`src/rtl/timer_arbiter_pkg.sv`:
```
// Shared Timer bus constants, control words and FSM state encodings for timer_arbiter.
// Latency: n/a (declarations only).
// Backpressure: n/a.
package timer_arbiter_pkg;

    // Bus direction encodings and existing Timer register map.
    localparam logic       BUS_READ             = 1'b1;
    localparam logic       BUS_WRITE            = 1'b0;
    localparam logic [2:0] TIMER_CTRL_ADDR      = 3'h0;
    localparam logic [2:0] TIMER_EXPR_ADDR      = 3'h2;
    localparam logic [1:0] TIMER_MODE_SINGLE_UP = 2'b01;

    // CTRL words: bit 2 is start, bits 1:0 the counting mode.
    localparam logic [31:0] TARB_CTRL_START = {29'b0, 1'b1, TIMER_MODE_SINGLE_UP};
    localparam logic [31:0] TARB_CTRL_STOP  = {29'b0, 1'b0, TIMER_MODE_SINGLE_UP};

    typedef enum logic [3:0] {
        TARB_ST_IDLE,
        TARB_ST_WR_EXPR,
        TARB_ST_WAIT_EXPR,
        TARB_ST_WR_CTRL,
        TARB_ST_WAIT_CTRL,
        TARB_ST_RUN,
        TARB_ST_WR_STOP,
        TARB_ST_WAIT_STOP,
        TARB_ST_DONE
    } tarb_state_e;

    // States that drive a write cycle on the Timer bus.
    function automatic logic tarb_is_wr(input tarb_state_e s);
        return (s == TARB_ST_WR_EXPR) || (s == TARB_ST_WR_CTRL) || (s == TARB_ST_WR_STOP);
    endfunction

endpackage

```
`src/rtl/timer_arbiter_if.sv`:
```
// Timer slave bus: one-cycle cs/as write strobes, registered rdy, expiry irq.
// Latency: rdy follows cs&as by one cycle (Timer side).
// Backpressure: master holds off the next access until rdy is seen.
interface timer_arbiter_if #(
    parameter int AW = 3,
    parameter int DW = 32
);
    logic          tmr_cs;
    logic          tmr_as;
    logic          tmr_rw;
    logic [AW-1:0] tmr_addr;
    logic [DW-1:0] tmr_wr_data;
    logic          tmr_rdy;
    logic          tmr_irq;

    modport master (
        output tmr_cs, tmr_as, tmr_rw, tmr_addr, tmr_wr_data,
        input  tmr_rdy, tmr_irq
    );

    modport slave (
        input  tmr_cs, tmr_as, tmr_rw, tmr_addr, tmr_wr_data,
        output tmr_rdy, tmr_irq
    );
endinterface

```
`src/rtl/timer_arbiter_rr_pick.sv`:
```
// Round-robin priority picker: first set req bit at or above ptr, wrapping upward.
// Latency: combinational.
// Backpressure: none; the caller decides when to act on vld/idx.
module timer_arbiter_rr_pick #(
    parameter int N  = 4,
    parameter int IW = (N > 1) ? $clog2(N) : 1
) (
    input  logic [N-1:0]  req,   // pending request levels
    input  logic [IW-1:0] ptr,   // highest-priority position this round
    output logic          vld,   // at least one request pending
    output logic [IW-1:0] idx    // chosen requester
);
    int            c;
    logic [IW-1:0] cand;

    always_comb begin
        vld  = |req;
        idx  = '0;
        c    = 0;
        cand = '0;
        // Walk offsets from farthest to nearest so the nearest set bit wins.
        for (int k = N - 1; k >= 0; k--) begin
            c = int'(ptr) + k;
            if (c >= N) c = c - N;
            cand = IW'(c);
            if (req[cand]) idx = cand;
        end
    end
endmodule

```
`src/rtl/timer_arbiter.sv`:
```
// Shares one Timer among N_REQ requesters: round-robin grant, program EXPR/CTRL, wait irq, stop, pulse done.
// Latency: grant 1 cycle after req; each bus write 2 cycles with rdy at +1; done 1 cycle after the stop write.
// Backpressure: waits indefinitely on tmr_rdy; other requests stay pending by level until the next IDLE.
// Ports: clk/rest (async active-low); req/req_delay in; gnt/done one-hot out; busy; tmr = Timer bus master.
module timer_arbiter
    import timer_arbiter_pkg::*;
#(
    parameter int N_REQ = 4,
    parameter int DW    = 32,
    parameter int AW    = 3
) (
    input  logic                clk,
    input  logic                rest,
    input  logic [N_REQ-1:0]    req,
    input  logic [N_REQ*DW-1:0] req_delay,
    output logic [N_REQ-1:0]    gnt,
    output logic [N_REQ-1:0]    done,
    output logic                busy,
    timer_arbiter_if.master     tmr
);
    localparam int IW = (N_REQ > 1) ? $clog2(N_REQ) : 1;

    tarb_state_e      state_q, state_d;
    logic [IW-1:0]    idx_q, idx_d, ptr_q, ptr_d, ptr_adv;
    logic [DW-1:0]    dly_q, dly_d, data_q, data_d;
    logic [N_REQ-1:0] gnt_q, gnt_d, done_q, done_d;
    logic             busy_q, busy_d, cs_q, cs_d, rw_q, rw_d;
    logic [AW-1:0]    addr_q, addr_d;
    logic             cmpl_q, cmpl_d;   // irq seen: finish via DONE rather than IDLE
    logic             cxl_q, cxl_d;     // request withdrawn during the EXPR write
    logic             pick_vld, req_held;
    logic [IW-1:0]    pick_idx;
    logic [DW-1:0]    dly_arr [N_REQ];

    for (genvar g = 0; g < N_REQ; g++) begin : g_dly
        assign dly_arr[g] = req_delay[g*DW +: DW];
    end

    timer_arbiter_rr_pick #(.N(N_REQ), .IW(IW)) u_pick (
        .req (req),
        .ptr (ptr_q),
        .vld (pick_vld),
        .idx (pick_idx)
    );

    assign req_held = req[idx_q];
    assign ptr_adv  = (idx_q == IW'(N_REQ - 1)) ? '0 : idx_q + IW'(1);

    always_comb begin
        state_d = state_q;
        idx_d   = idx_q;
        dly_d   = dly_q;
        gnt_d   = gnt_q;
        done_d  = '0;
        ptr_d   = ptr_q;
        cmpl_d  = cmpl_q;
        cxl_d   = cxl_q;
        unique case (state_q)
            TARB_ST_IDLE: begin
                // A gnt left over from DONE drops here, together with done.
                gnt_d = '0;
                if (pick_vld) begin
                    idx_d   = pick_idx;
                    dly_d   = dly_arr[pick_idx];
                    gnt_d   = N_REQ'(1) << pick_idx;
                    cmpl_d  = 1'b0;
                    cxl_d   = 1'b0;
                    state_d = (dly_arr[pick_idx] == '0) ? TARB_ST_DONE : TARB_ST_WR_EXPR;
                end
            end
            TARB_ST_WR_EXPR: begin
                if (!req_held) cxl_d = 1'b1;
                state_d = TARB_ST_WAIT_EXPR;
            end
            TARB_ST_WAIT_EXPR: begin
                if (tmr.tmr_rdy) begin
                    if (cxl_q || !req_held) begin
                        // Withdrawn before start: the Timer was never started, nothing to stop.
                        gnt_d   = '0;
                        ptr_d   = ptr_adv;
                        state_d = TARB_ST_IDLE;
                    end else begin
                        state_d = TARB_ST_WR_CTRL;
                    end
                end else if (!req_held) begin
                    cxl_d = 1'b1;
                end
            end
            TARB_ST_WR_CTRL: state_d = TARB_ST_WAIT_CTRL;
            TARB_ST_WAIT_CTRL: begin
                if (!req_held) begin
                    cmpl_d  = 1'b0;
                    state_d = TARB_ST_WR_STOP;
                end else if (tmr.tmr_rdy) begin
                    state_d = TARB_ST_RUN;
                end
            end
            TARB_ST_RUN: begin
                // Expiry takes precedence over a same-cycle withdrawal.
                if (tmr.tmr_irq) begin
                    cmpl_d  = 1'b1;
                    state_d = TARB_ST_WR_STOP;
                end else if (!req_held) begin
                    cmpl_d  = 1'b0;
                    state_d = TARB_ST_WR_STOP;
                end
            end
            TARB_ST_WR_STOP: state_d = TARB_ST_WAIT_STOP;
            TARB_ST_WAIT_STOP: begin
                if (tmr.tmr_rdy) begin
                    if (cmpl_q) begin
                        state_d = TARB_ST_DONE;
                    end else begin
                        gnt_d   = '0;
                        ptr_d   = ptr_adv;
                        state_d = TARB_ST_IDLE;
                    end
                end
            end
            TARB_ST_DONE: begin
                done_d  = gnt_q;
                ptr_d   = ptr_adv;
                state_d = TARB_ST_IDLE;
            end
            default: state_d = TARB_ST_IDLE;
        endcase
    end

    // Bus outputs are registered copies of what the next state needs.
    always_comb begin
        cs_d   = tarb_is_wr(state_d);
        rw_d   = cs_d ? BUS_WRITE : BUS_READ;
        addr_d = '0;
        data_d = '0;
        busy_d = (state_d != TARB_ST_IDLE);
        unique case (state_d)
            TARB_ST_WR_EXPR: begin
                addr_d = AW'(TIMER_EXPR_ADDR);
                data_d = dly_d;
            end
            TARB_ST_WR_CTRL: begin
                addr_d = AW'(TIMER_CTRL_ADDR);
                data_d = DW'(TARB_CTRL_START);
            end
            TARB_ST_WR_STOP: begin
                addr_d = AW'(TIMER_CTRL_ADDR);
                data_d = DW'(TARB_CTRL_STOP);
            end
            default: ;
        endcase
    end

    always_ff @(posedge clk or negedge rest) begin
        if (!rest) begin
            state_q <= TARB_ST_IDLE;
            idx_q   <= '0;
            dly_q   <= '0;
            gnt_q   <= '0;
            done_q  <= '0;
            ptr_q   <= '0;
            cmpl_q  <= 1'b0;
            cxl_q   <= 1'b0;
            busy_q  <= 1'b0;
            cs_q    <= 1'b0;
            rw_q    <= BUS_READ;
            addr_q  <= '0;
            data_q  <= '0;
        end else begin
            state_q <= state_d;
            idx_q   <= idx_d;
            dly_q   <= dly_d;
            gnt_q   <= gnt_d;
            done_q  <= done_d;
            ptr_q   <= ptr_d;
            cmpl_q  <= cmpl_d;
            cxl_q   <= cxl_d;
            busy_q  <= busy_d;
            cs_q    <= cs_d;
            rw_q    <= rw_d;
            addr_q  <= addr_d;
            data_q  <= data_d;
        end
    end

    assign gnt             = gnt_q;
    assign done            = done_q;
    assign busy            = busy_q;
    assign tmr.tmr_cs      = cs_q;
    assign tmr.tmr_as      = cs_q;
    assign tmr.tmr_rw      = rw_q;
    assign tmr.tmr_addr    = addr_q;
    assign tmr.tmr_wr_data = data_q;
endmodule

```
`src/flat_wrapper.sv`:
```
// flat-port wrapper written by rule: the top's interface ports become plain ports
module timer_arbiter_flat import timer_arbiter_pkg::*;
#(
    parameter int N_REQ = 4,
    parameter int DW    = 32,
    parameter int AW    = 3
)
  (clk, rest, req, req_delay, gnt, done, busy, tmr_tmr_cs, tmr_tmr_as, tmr_tmr_rw, tmr_tmr_addr, tmr_tmr_wr_data, tmr_tmr_rdy, tmr_tmr_irq);
  timer_arbiter_if #(.AW(AW), .DW(DW)) tmr_i ();
  input  logic clk;
  input  logic rest;
  input  logic [N_REQ-1:0] req;
  input  logic [N_REQ*DW-1:0] req_delay;
  output logic [N_REQ-1:0] gnt;
  output logic [N_REQ-1:0] done;
  output logic busy;
  output wire logic [$bits(tmr_i.tmr_cs)-1:0] tmr_tmr_cs;
  output wire logic [$bits(tmr_i.tmr_as)-1:0] tmr_tmr_as;
  output wire logic [$bits(tmr_i.tmr_rw)-1:0] tmr_tmr_rw;
  output wire logic [$bits(tmr_i.tmr_addr)-1:0] tmr_tmr_addr;
  output wire logic [$bits(tmr_i.tmr_wr_data)-1:0] tmr_tmr_wr_data;
  input wire logic [$bits(tmr_i.tmr_rdy)-1:0] tmr_tmr_rdy;
  input wire logic [$bits(tmr_i.tmr_irq)-1:0] tmr_tmr_irq;
  assign tmr_tmr_cs = tmr_i.tmr_cs;
  assign tmr_tmr_as = tmr_i.tmr_as;
  assign tmr_tmr_rw = tmr_i.tmr_rw;
  assign tmr_tmr_addr = tmr_i.tmr_addr;
  assign tmr_tmr_wr_data = tmr_i.tmr_wr_data;
  assign tmr_i.tmr_rdy = tmr_tmr_rdy;
  assign tmr_i.tmr_irq = tmr_tmr_irq;
  timer_arbiter #(.N_REQ(N_REQ), .DW(DW), .AW(AW)) u_core (.clk(clk), .rest(rest), .req(req), .req_delay(req_delay), .gnt(gnt), .done(done), .busy(busy), .tmr(tmr_i));
endmodule
```
`config.mk`:
```
export PLATFORM = sky130hd
export DESIGN_NAME = timer_arbiter_flat
export DESIGN_NICKNAME = d
export VERILOG_FILES = /design/src/rtl/timer_arbiter_pkg.sv /design/src/rtl/timer_arbiter_if.sv /design/src/rtl/timer_arbiter_rr_pick.sv /design/src/rtl/timer_arbiter.sv /design/src/flat_wrapper.sv
export SDC_FILE = /design/constraint.sdc
export NUM_CORES = 1
export LEC_CHECK = 0
export BUFFER_PORTS_ARGS = -buffer_cell sky130_fd_sc_hd__buf_2
export CAP_MARGIN = 40
export CORE_ASPECT_RATIO = 2
export CORE_MARGIN = 2
export CORE_UTILIZATION = 42
export CTS_CLUSTER_DIAMETER = 150
export CTS_CLUSTER_SIZE = 12
export DETAILED_ROUTE_END_ITERATION = 16
export GPL_ROUTABILITY_DRIVEN = 0
export HOLD_SLACK_MARGIN = 0.05
export PLACE_DENSITY_LB_ADDON = 0.05
export SYNTH_ARGS = -nofsm -noshare
export SYNTH_HDL_FRONTEND = slang
export SYNTH_SLANG_ARGS = --single-unit
```
`constraint.sdc`:
```
create_clock -name clk -period 3.4 [get_ports clk]
set_input_delay 0.17 -clock clk [delete_from_list [all_inputs] [get_ports clk]]
set_output_delay 0.17 -clock clk [all_outputs]
set_load 0.01 [all_outputs]
```
==> flow_summary.json <==
{
  "fin_crit_sh_pct": 91.5,
  "cts.clk_slew.worst_paths_ns": 0.07,
  "whs_endpoint": "u_core.cmpl_q",
  "power.leakage_nw": 2.62,
  "port_buffers": 180,
  "die_area_um2": 8480,
  "htreeDepth": 2,
  "grt_overflow": 0,
  "cap_violations": 0,
  "pwr-share-comb_pct": 48.0,
  "clock_skew_ns": 0.00465,
  "p_switching_mw": 1.15,
  "cts-resized-gates": 0,
  "drt_iter0_drc": 170,
  "postSynth.asyncResetShare_pct": 100,
  "hold_class": "input port to flop",
  "status": "completed",
  "numClockSinks": 54,
  "root_buffer": "clkbuf_16",
  "cp.arrival_ns": 3.27,
  "yosysMostFrequentCell": "mux2i_1",
  "rsz0062_at_grt": "false",
  "r2r_slack_ns": 0.29,
  "finalHoldViolCount": 0,
  "crit_path_start_kind": "flop",
  "synthAdderAreaFrac_pct": 0.386,
  "critPathKind": "flop to flop",
  "cpPeakStageDelay_ns": 0.50,
  "grt_pass1_vias": 3064,
  "slew_violations": 0,
  "synthFlopType": "dfrtp_1",
  "regToRegEndpoint": "u_core.state_q[0]",
  "rr_startpoint": "u_core.ptr_q[1]",
  "synthMuxAreaShare_pct": 31.4,
  "netlist.area_leader.share_pct": 40.9,
  "vdd_drop_max_mv": 0.286,
  "ys_top_cells_by_area": "dfrtp_1 41%, mux2i_1 30%, and2_1 6.8%",
  "synth_top_family_by_area": "multiplexers",
  "synth.distinct_cells": 43,
  "reg2reg_depth": 10,
  "fin_tns_setup_ns": 0,
  "synth_edf_count": 0,
  "drc": 0,
  "final_cell_area_um2": 4490,
  "cp.required_ns": 3.56,
  "synth_simple_gate_area_share_pct": 15.3,
  "synth_common_cells": "97 x mux2i_1, 53 x dfrtp_1, 35 x and2_1, 15 x nand2_1, 11 x nor4_1",
  "crit_chain": "mux2_1 -> o221ai_4 -> buf_12 -> buf_12 -> mux2i_1 -> mux2i_1 -> nor4_1 -> nand4_1 -> o21ai_2 -> o311ai_1",
  "netlist_area_um2": 3240,
  "power_frac_seq_pct": 30.5,
  "dr.pass1.iters": 4,
  "synth_top_cell_by_area": "dfrtp_1",
  "worstHoldStart": "tmr_tmr_irq",
  "power_density_nw_per_um2": 692,
  "wl_per_cell_um": 15.4,
  "pwr-share-clk_pct": 21.4,
  "core_um2": 7540,
  "dp_hpwl_um": 7260,
  "critical_path.top_delay_family": "multiplexers",
  "vias_per_cell": 5.10,
  "syn_avg_cell_area_um2": 10.6,
  "total_power_mw": 3.11,
  "cp_num_cells": 10,
  "fmax_mhz": 322,
  "nets": 619,
  "grt_pass1_wl_um": 13800,
  "vias": 2942,
  "ioPinCount": 183,
  "antenna_found_initial": 0,
  "cp_max_fo": 33,
  "dpl_cell_area_um2": 4280,
  "insertion_delay_ns": 0.29,
  "final_antenna_net_count": 0,
  "synthXorXnorAreaFrac_pct": 0.270,
  "rows": 45,
  "cp.buffers_inverters": 2,
  "yosysWarnings": 0,
  "min_path_cells": 3,
  "fin_crit_ns": 3.11,
  "finalSetupViolations": 0,
  "worstMarginPinSlew_ns": 0.843,
  "cts_tree": "done",
  "cts_made_buffers": 5,
  "drive_above_1_share_pct": 42.9,
  "swShare_pct": 37.0,
  "slowest_stage": "dfrtp_1",
  "area_delta_synth_final_pct": 38.4,
  "die_x_um": 66.1,
  "postCtsSetupRepairBufs": 0,
  "netlist_instances": 305,
  "synth-seq-cells": 54,
  "diodes": 0,
  "power.internal_mw": 1.96,
  "start_util_pct": 43.0,
  "setup.worst_path.end_class": "flop",
  "die_y_um": 128,
  "synth-seq-area-share_pct": 41.7,
  "slew_headroom_pct": 43.3,
  "track_usage_pct": 21.4,
  "cts_hold_buf": 1,
  "synth_compound_area_share_pct": 5.60,
  "drt_wl_total_um": 8900,
  "grt_max_degree": 34,
  "cts_buffer_depth": 2
}
-- worst max path at each step --
stage / slack (ns) / end / start
2_1_floorplan: 1.01 / u_core.state_q[0] / u_core.ptr_q[1]
3_3_place_gp: 0.40 / u_core.state_q[0] / u_core.ptr_q[1]
3_5_place_dp: 0.28 / u_core.state_q[0] / u_core.ptr_q[1]
4_1_cts: 0.25 / u_core.state_q[0] / u_core.ptr_q[1]
5_1_grt: 0.005 / u_core.state_q[0] / u_core.ptr_q[1]
6_report: 0.29 / u_core.state_q[0] / u_core.ptr_q[1]
-- state kept, by name, indices dropped and copies added, names as in the netlist --
register,count
u_core.tmr.tmr_rw,1
u_core.state_q,4
u_core.tmr.tmr_addr,1
u_core.busy,1
u_core.tmr.tmr_as,1
u_core.cmpl_q,1
u_core.tmr.tmr_wr_data,32
u_core.idx_q,2
u_core.gnt,4
u_core.ptr_q,2
u_core.cxl_q,1
u_core.done,4
-- cell families (layout without fill, tap and decap cells) --
group / after synthesis / after routing
AOI/OAI and AO/OA: 28 / 28
xor gates and xnor gates: 1 / 1
adders and majority gates: 1 / 1
buffers and inverters: 32 / 209
DFF: 54 / 54
muxes: 100 / 100
other: 1 / 2
and+or+nand+nor: 88 / 88
-- worst reg2reg max path, cell delays in order (launching register included) --
cell and delay [ns]:
dfrtp_1 0.50, mux2_1 0.39, o221ai_4 0.32, buf_12 0.27
buf_12 0.22, mux2i_1 0.22, mux2i_1 0.12, nor4_1 0.36
nand4_1 0.20, o21ai_2 0.25, o311ai_1 0.13
-- layout by cell type, fill, tap and decap left out, types with 2 or more instances in the layout --
| master | instances |
|---|---|
| nor3_1 | 3 |
| a31oi_1 | 2 |
| buf_4 | 8 |
| nand2b_1 | 2 |
| and4_1 | 2 |
| nor4_1 | 11 |
| buf_12 | 3 |
| dfrtp_1 | 53 |
| mux2i_1 | 97 |
| nand2_1 | 15 |
| clkbuf_16 | 5 |
| buf_2 | 180 |
| inv_1 | 9 |
| a21oi_1 | 7 |
| nand3_1 | 3 |
| and2_1 | 35 |
| nand4_1 | 2 |
| bufinv_16 | 2 |
| nor2_1 | 7 |
| o22ai_1 | 2 |
| conb_1 | 2 |
| or3_1 | 2 |
| o21ai_0 | 7 |
-- power groups by stage --
stage / clock network [mW] / registers [mW] / logic (mW)
finish: 0.666 / 0.948 / 1.49
global route: 0.701 / 0.970 / 1.63
CTS: 0.681 / 0.946 / 1.52
detailed placement: 0 / 0.958 / 1.51
global placement: 0 / 0.953 / 1.49
floorplan: 0 / 0.960 / 1.01
-- layout make-up --
| type | instances | area, µm² |
|---|---|---|
| fill | 701 | 3060 |
| clock buffer | 6 | 139 |
| multi-input combinational | 220 | 1750 |
| clock inverter | 2 | 60.1 |
| timing repair buffer | 192 | 1030 |
| inverter | 9 | 33.8 |
| sequential | 54 | 1350 |
| tap | 94 | 118 |
-- per-layer routing --
metal	wire (µm)	track usage, %	vias to the layer above
li1	-	-	1434
met1	3060	20.5	1365
met5	0	0	-
met2	4900	40.2	116
met3	498	4.21	27
met4	447	12.5	0
-- through the flow --
| stage | instances | hold WS (ns) | setup WS [ns] | util (%) |
|---|---|---|---|---|
| 3_5_place_dp | 568 | 0.221 | 0.281 | 56.7 |
| 5_1_grt | 577 | 0.239 | 0.00538 | 59.5 |
| 6_report | 577 | 0.197 | 0.290 | 59.5 |
| 4_1_cts | 577 | 0.183 | 0.246 | 59.5 |
| 3_3_place_gp | 568 | 0.225 | 0.399 | 56.7 |
| 2_1_floorplan | 306 | -0.126 | 1.01 | - |
(Power assumes the default switching activity.)
